<file path="config.mk">
export PLATFORM = sky130hd
export DESIGN_NAME = register_file_reader
export DESIGN_NICKNAME = d
export VERILOG_FILES = /design/src/rtl/register_file_reader.sv
export SDC_FILE = /design/constraint.sdc
export NUM_CORES = 1
export LEC_CHECK = 0
export ABC_CLOCK_PERIOD_IN_PS = 3800
export CORE_ASPECT_RATIO = 0.5
export CORE_MARGIN = 2
export CORE_UTILIZATION = 45
export CTS_CLUSTER_SIZE = 24
export DETAILED_ROUTE_END_ITERATION = 8
export GPL_TIMING_DRIVEN = 1
export PLACE_DENSITY_LB_ADDON = 0.15
export SETUP_SLACK_MARGIN = 0.5
export SLEW_MARGIN = 25
export SYNTH_ARGS = -nofsm -noshare
export SYNTH_HDL_FRONTEND = slang
export SYNTH_SLANG_ARGS = --single-unit
export TNS_END_PERCENT = 30
</file>
<file path="constraint.sdc">
create_clock -name clk -period 3.8 [get_ports clk]
set_input_delay 1.14 -clock clk [delete_from_list [all_inputs] [get_ports clk]]
set_output_delay 1.14 -clock clk [all_outputs]
set_load 0.02 [all_outputs]
</file>
<file path="src/rtl/register_file_reader.sv">
// Streams a range of register-file words over a valid/ready port with index and last flag.
// Optional build macro REG_READER_SKIP_ZERO_EN suppresses the hardwired-zero register 0.
module register_file_reader #(
  parameter int WORD_LENGTH = 32,
  parameter int NBITS       = 5
) (
  input  logic                   clk,
  input  logic                   reset,
  input  logic                   start,
  input  logic [NBITS-1:0]       first_reg,
  input  logic [NBITS-1:0]       last_reg,
  input  logic                   abort,
  output logic [NBITS-1:0]       rf_addr,
  input  logic [WORD_LENGTH-1:0] rf_data,
  output logic [WORD_LENGTH-1:0] out_data,
  output logic [NBITS-1:0]       out_index,
  output logic                   out_last,
  output logic                   out_valid,
  input  logic                   out_ready,
  output logic                   busy,
  output logic                   done
);

  typedef enum logic [1:0] {
    IDLE  = 2'd0,
    FETCH = 2'd1,
    SEND  = 2'd2,
    DONE  = 2'd3
  } state_t;

  localparam logic [NBITS-1:0] CNT_ONE = NBITS'(1);

  state_t           state;
  state_t           state_next;
  logic [NBITS-1:0] cnt;
  logic [NBITS-1:0] end_reg;
  logic             handshake;
  logic             is_last;
  logic             skip_zero;
  logic             do_load;
  logic             do_capture;
  logic             cnt_inc;
  logic             clear_valid;

  assign handshake = out_valid && out_ready;
  assign rf_addr   = cnt;
  assign busy      = (state != IDLE);
  assign done      = (state == DONE);

`ifdef REG_READER_SKIP_ZERO_EN
  // A range ending at 0 never visits 0, so the word just before the wrap is the last one.
  assign skip_zero = (cnt == '0);
  assign is_last   = (cnt == end_reg) || ((end_reg == '0) && (cnt == '1));
`else
  assign skip_zero = 1'b0;
  assign is_last   = (cnt == end_reg);
`endif

  // NOTE: every signal written in this block gets a default first, so no latch is inferred.
  always_comb begin
    state_next  = state;
    do_load     = 1'b0;
    do_capture  = 1'b0;
    cnt_inc     = 1'b0;
    clear_valid = 1'b0;
    if (abort && (state != IDLE)) begin
      state_next  = IDLE;
      clear_valid = 1'b1;
    end else begin
      case (state)
        IDLE: begin
          if (start) begin
            do_load    = 1'b1;
            state_next = FETCH;
          end
        end
        FETCH: begin
          if (skip_zero) begin
            if (cnt == end_reg) begin
              state_next = DONE;
            end else begin
              cnt_inc = 1'b1;
            end
          end else begin
            do_capture = 1'b1;
            state_next = SEND;
          end
        end
        SEND: begin
          if (handshake) begin
            clear_valid = 1'b1;
            if (out_last) begin
              state_next = DONE;
            end else begin
              cnt_inc    = 1'b1;
              state_next = FETCH;
            end
          end
        end
        DONE:    state_next = IDLE;
        default: state_next = IDLE;
      endcase
    end
  end

  // NOTE: sequential state uses non-blocking assignments only, so every flop samples pre-edge values.
  always_ff @(posedge clk or negedge reset) begin
    if (!reset) begin
      state <= IDLE;
    end else begin
      state <= state_next;
    end
  end

  always_ff @(posedge clk or negedge reset) begin
    if (!reset) begin
      cnt       <= '0;
      end_reg   <= '0;
      out_data  <= '0;
      out_index <= '0;
      out_last  <= 1'b0;
      out_valid <= 1'b0;
    end else begin
      if (do_load) begin
        cnt     <= first_reg;
        end_reg <= last_reg;
      end else if (cnt_inc) begin
        cnt <= cnt + CNT_ONE;
      end
      // rf_data is the combinational read before the edge, so a same-cycle write is not seen.
      if (do_capture) begin
        out_data  <= rf_data;
        out_index <= cnt;
        out_last  <= is_last;
        out_valid <= 1'b1;
      end else if (clear_valid) begin
        out_valid <= 1'b0;
      end
    end
  end

endmodule
</file>
==> summary by stage <==
Clock network
The clock slew at the register clock pins of the worst setup and hold paths is 0.08 ns. The maximum level of the CTS H-tree is 2. At the later pin of the worst-skew pair, clock insertion delay measures 0.30 ns. Once the clock tree was built, the setup fixing pass inserted 0 buffers. The clock passes through at most 2 buffers.

The post-cts hold buffer count is 0. The number of sinks on the clock net is 51. Gates resized during post-CTS repair numbered 0. The CTS tree is yes. The cell at the root of the clock tree is clkbuf_8. The total CTS buffers is 5.

Critical path
Traced cell by cell, the critical path runs through and2_1 -> clkdlybuf4s50_1. The maximum single-stage delay on the critical path is 0.60 ns. The critical path capture point type is a primary output. STA puts the critical path data arrival time at between 1.5 and 2 ns. The path depth of the worst reg2reg path is 3. The critical path is of the register to primary output type. Following the worst setup path forward leads to its endpoint at done.

In this run the critical register-to-register path is captured at out_data[5]$_DFFE_PN0P_. The startpoint type of the worst setup path is a register. In this run the worst path has a maximum fanout of 11. The slowest stage of the critical path is the clkdlybuf4s50_1 cell.

The launch point of the critical path is state[1]$_DFFE_PN0P_. The worst reg2reg path startpoint is state[0]$_DFFE_PN0P_. At the worst endpoint, the required time is 2.66 ns.

The worst-case register-to-register setup slack is roughly 2.1 ns.

Drt
The initial DRC count is 27. After detailed routing, the average wire length per cell comes to 14.0 um. Using the TritonRoute via totals, the vias-per-cell ratio works out to 4.89. The count of unresolved DRC violations after routing is 0. In this run the remaining antenna-violating nets after routing total 0. The first-pass iteration count of the detailed router is 4. The final routed wirelength across all metal layers is ~4600 um. The via count is 1585.

Logic synthesis
The number of nets in the synthesized netlist is ~210. The post-synthesis async set-or-reset flop share is 100%. A synthesized cell averages ~13 sq um. Sorting the synthesized cells by area gives the leading types as dfrtp_1 60%, mux2_1 20%, nand2_1 3.3%. In this run the biggest area consumer among cell types represents between 50% and 60% of the synthesized area. The leading register cell type out of synthesis is dfrtp_1.

Yosys mapped a number of flops with a built-in enable equal to 0. The flip-flop and latch count after synthesis is 51. The number of warnings reported in the yosys synthesis log is 0. The cell type contributing the most total cell area after synthesis is dfrtp_1.

After synthesis the cells add up to 0.00213 sq mm. The post-synthesis instance total is approximately 170. In the post-synthesis netlist, the cell with the most instances is dfrtp_1. Counting instances in the post-synthesis netlist gives the leading cell types as 51 x dfrtp_1, 37 x mux2_1, 19 x nand2_1. The portion of the post-synthesis area used by sequential elements is between 50% and 60%. The number of different library cells used by synthesis comes to 30.

Die
The floorplan has 17 rows. The initial standard-cell utilization of the core is a little under half. The height of the die is between 50 and 60 um. In this run the horizontal extent of the chip is between 100 and 150 um. In this run the count of I/O pins placed on the die edge is 93.

The floorplan step defined a core boundary enclosing around 0.0045 sq mm. The floorplan step defined a die boundary enclosing roughly 0.0053 sq mm.

Pwr
The power density relative to cell area is around 700 mW/mm^2. The maximum vdd drop is around 0.00035 V. Summed over all cells, the static leakage comes to between 1 and 1.5 nW.

Global routing
The initial antenna violation count is 0. The number of global-route vias before repair is between 1500 and 2000. The first global-routing pass estimated about 7400 um of wire. After global routing the overflow that remains totals 0. Global routing consumed, over all layers together, 18.4% of the routing resources. The maximum number of pins on one net before global-route repair is 52.

Timing
The worst path needs about 2.8 ns of the cycle, external delays included. The relative max-transition margin is 57.5%. Based on the critical path, the design can be clocked at up to ~0.36 GHz. The final setup violation count is 0. For the final routed database, the setup TNS stands at 0 ns. The portion of the clock cycle consumed by the worst path in the final layout is between 70% and 80%. At the pin with the least slew margin, the transition time is ~0.64 ns. The final-report hold violation count is 0. The final setup skew is ~0.0044 ns. Setup repair after global routing left no endpoint under its margin. The final number of max-transition violations is 0.

Layout
The antenna diode count is 0. The layout net count is between 300 and 400. The flip-flop count of the largest register after layout is 32. The register bank with the most flops is out_data. The area growth from synthesis to layout is 50.2%. The layout cell share with drive strength beyond 1 is under 10%. Leaving out filler cells and counting taps, the final layout contains 324.

Job
The number of maximum-capacitance violations is 0.

Placement
In this run, placement finished with an instance count of between 300 and 400. The wire-length estimate of the detail-placed layout is between 3000 and 4000 um. The routability-driven placement congestion ratio is between 0.7 and 0.8. The count of buffers inserted at the top-level ports is just over 90.

Hold path
The tightest min-delay check is of the register to register type.

Outcome
The run finished with clean final reports.
[worst max-delay path, delay by kind of cell, from the launching register on]
family                 cells  cell delay (ns)
flip-flops                 1             0.56
buffers and inverters      1             0.60
AND/OR/NAND/NOR            1             0.18
[stage by stage]
stage	hold WS (ns)	area (sq um)	worst slack, ns	utilization (%)	power [mW]
global placement	0.466	3120	0.989	69.4	1.91
global route	0.503	3210	0.922	71.4	2.37
CTS	0.493	3210	1.00	71.4	2.26
floorplan	0.467	2130	1.50	-	1.40
finish	0.487	3210	1.02	71.4	2.23
detailed placement	0.474	3120	0.973	69.5	1.95
[final cells by class]
type	count	area [sq um]
inverter	4	15.0
fill	338	1280
tap	66	82.6
timing repair buffer	94	933
clock buffer	6	82.6
sequential	51	1280
multi-input combinational	102	811
clock inverter	1	5.00
[per-layer routing]
metal | track usage (%) | share of wire, % | up-vias
li1 | - | - | 763
met1 | 21.2 | 44 | 765
met2 | 32.6 | 49 | 50
met3 | 5.73 | 6.1 | 7
met4 | 7.43 | 1.3 | 0
met5 | 0 | 0 | -
[worst min path at each step]
stage	startpoint	end	slack, ns	depth (start not counted)
final	out_data[27]$_DFFE_PN0P_	out_data[27]$_DFFE_PN0P_	0.49	1
after global placement	out_data[3]$_DFFE_PN0P_	out_data[3]$_DFFE_PN0P_	0.47	1
after floorplan	end_reg[0]$_DFFE_PN0P_	end_reg[0]$_DFFE_PN0P_	0.47	2
after CTS	out_data[25]$_DFFE_PN0P_	out_data[25]$_DFFE_PN0P_	0.49	1
after global routing	out_data[14]$_DFFE_PN0P_	out_data[14]$_DFFE_PN0P_	0.50	1
after detailed placement	out_data[14]$_DFFE_PN0P_	out_data[14]$_DFFE_PN0P_	0.47	1
[power breakdown]
part | internal, mW | leakage [nW] | switching, mW
clock network | 0.143 | 0.0470 | 0.165
registers | 0.759 | 0.600 | 0.145
logic | 0.541 | 0.668 | 0.482
[cells in the final DEF, fill, tap and decap left out, types with 3 or more instances in the layout]
master	instances
nand2_1	19
mux2_1	37
clkdlybuf4s50_1	91
a31oi_1	5
o21ai_0	3
dfrtp_1	51
nor2_1	5
buf_4	3
inv_1	3
xnor2_1	5
clkbuf_8	6
or3_1	3
[cell families after synthesis]
kind of cell    count (synthesis)  share of synthesized area [%]
buf+inv                        12                           2.46
compound gates                 15                           4.40
fa+ha+maj                       1                          0.586
mux                            38                           20.0
xor+xnor                        5                           2.05
simple gates                   43                           10.7
flops                          51                           59.8
Power figures use the tool's default switching activity.
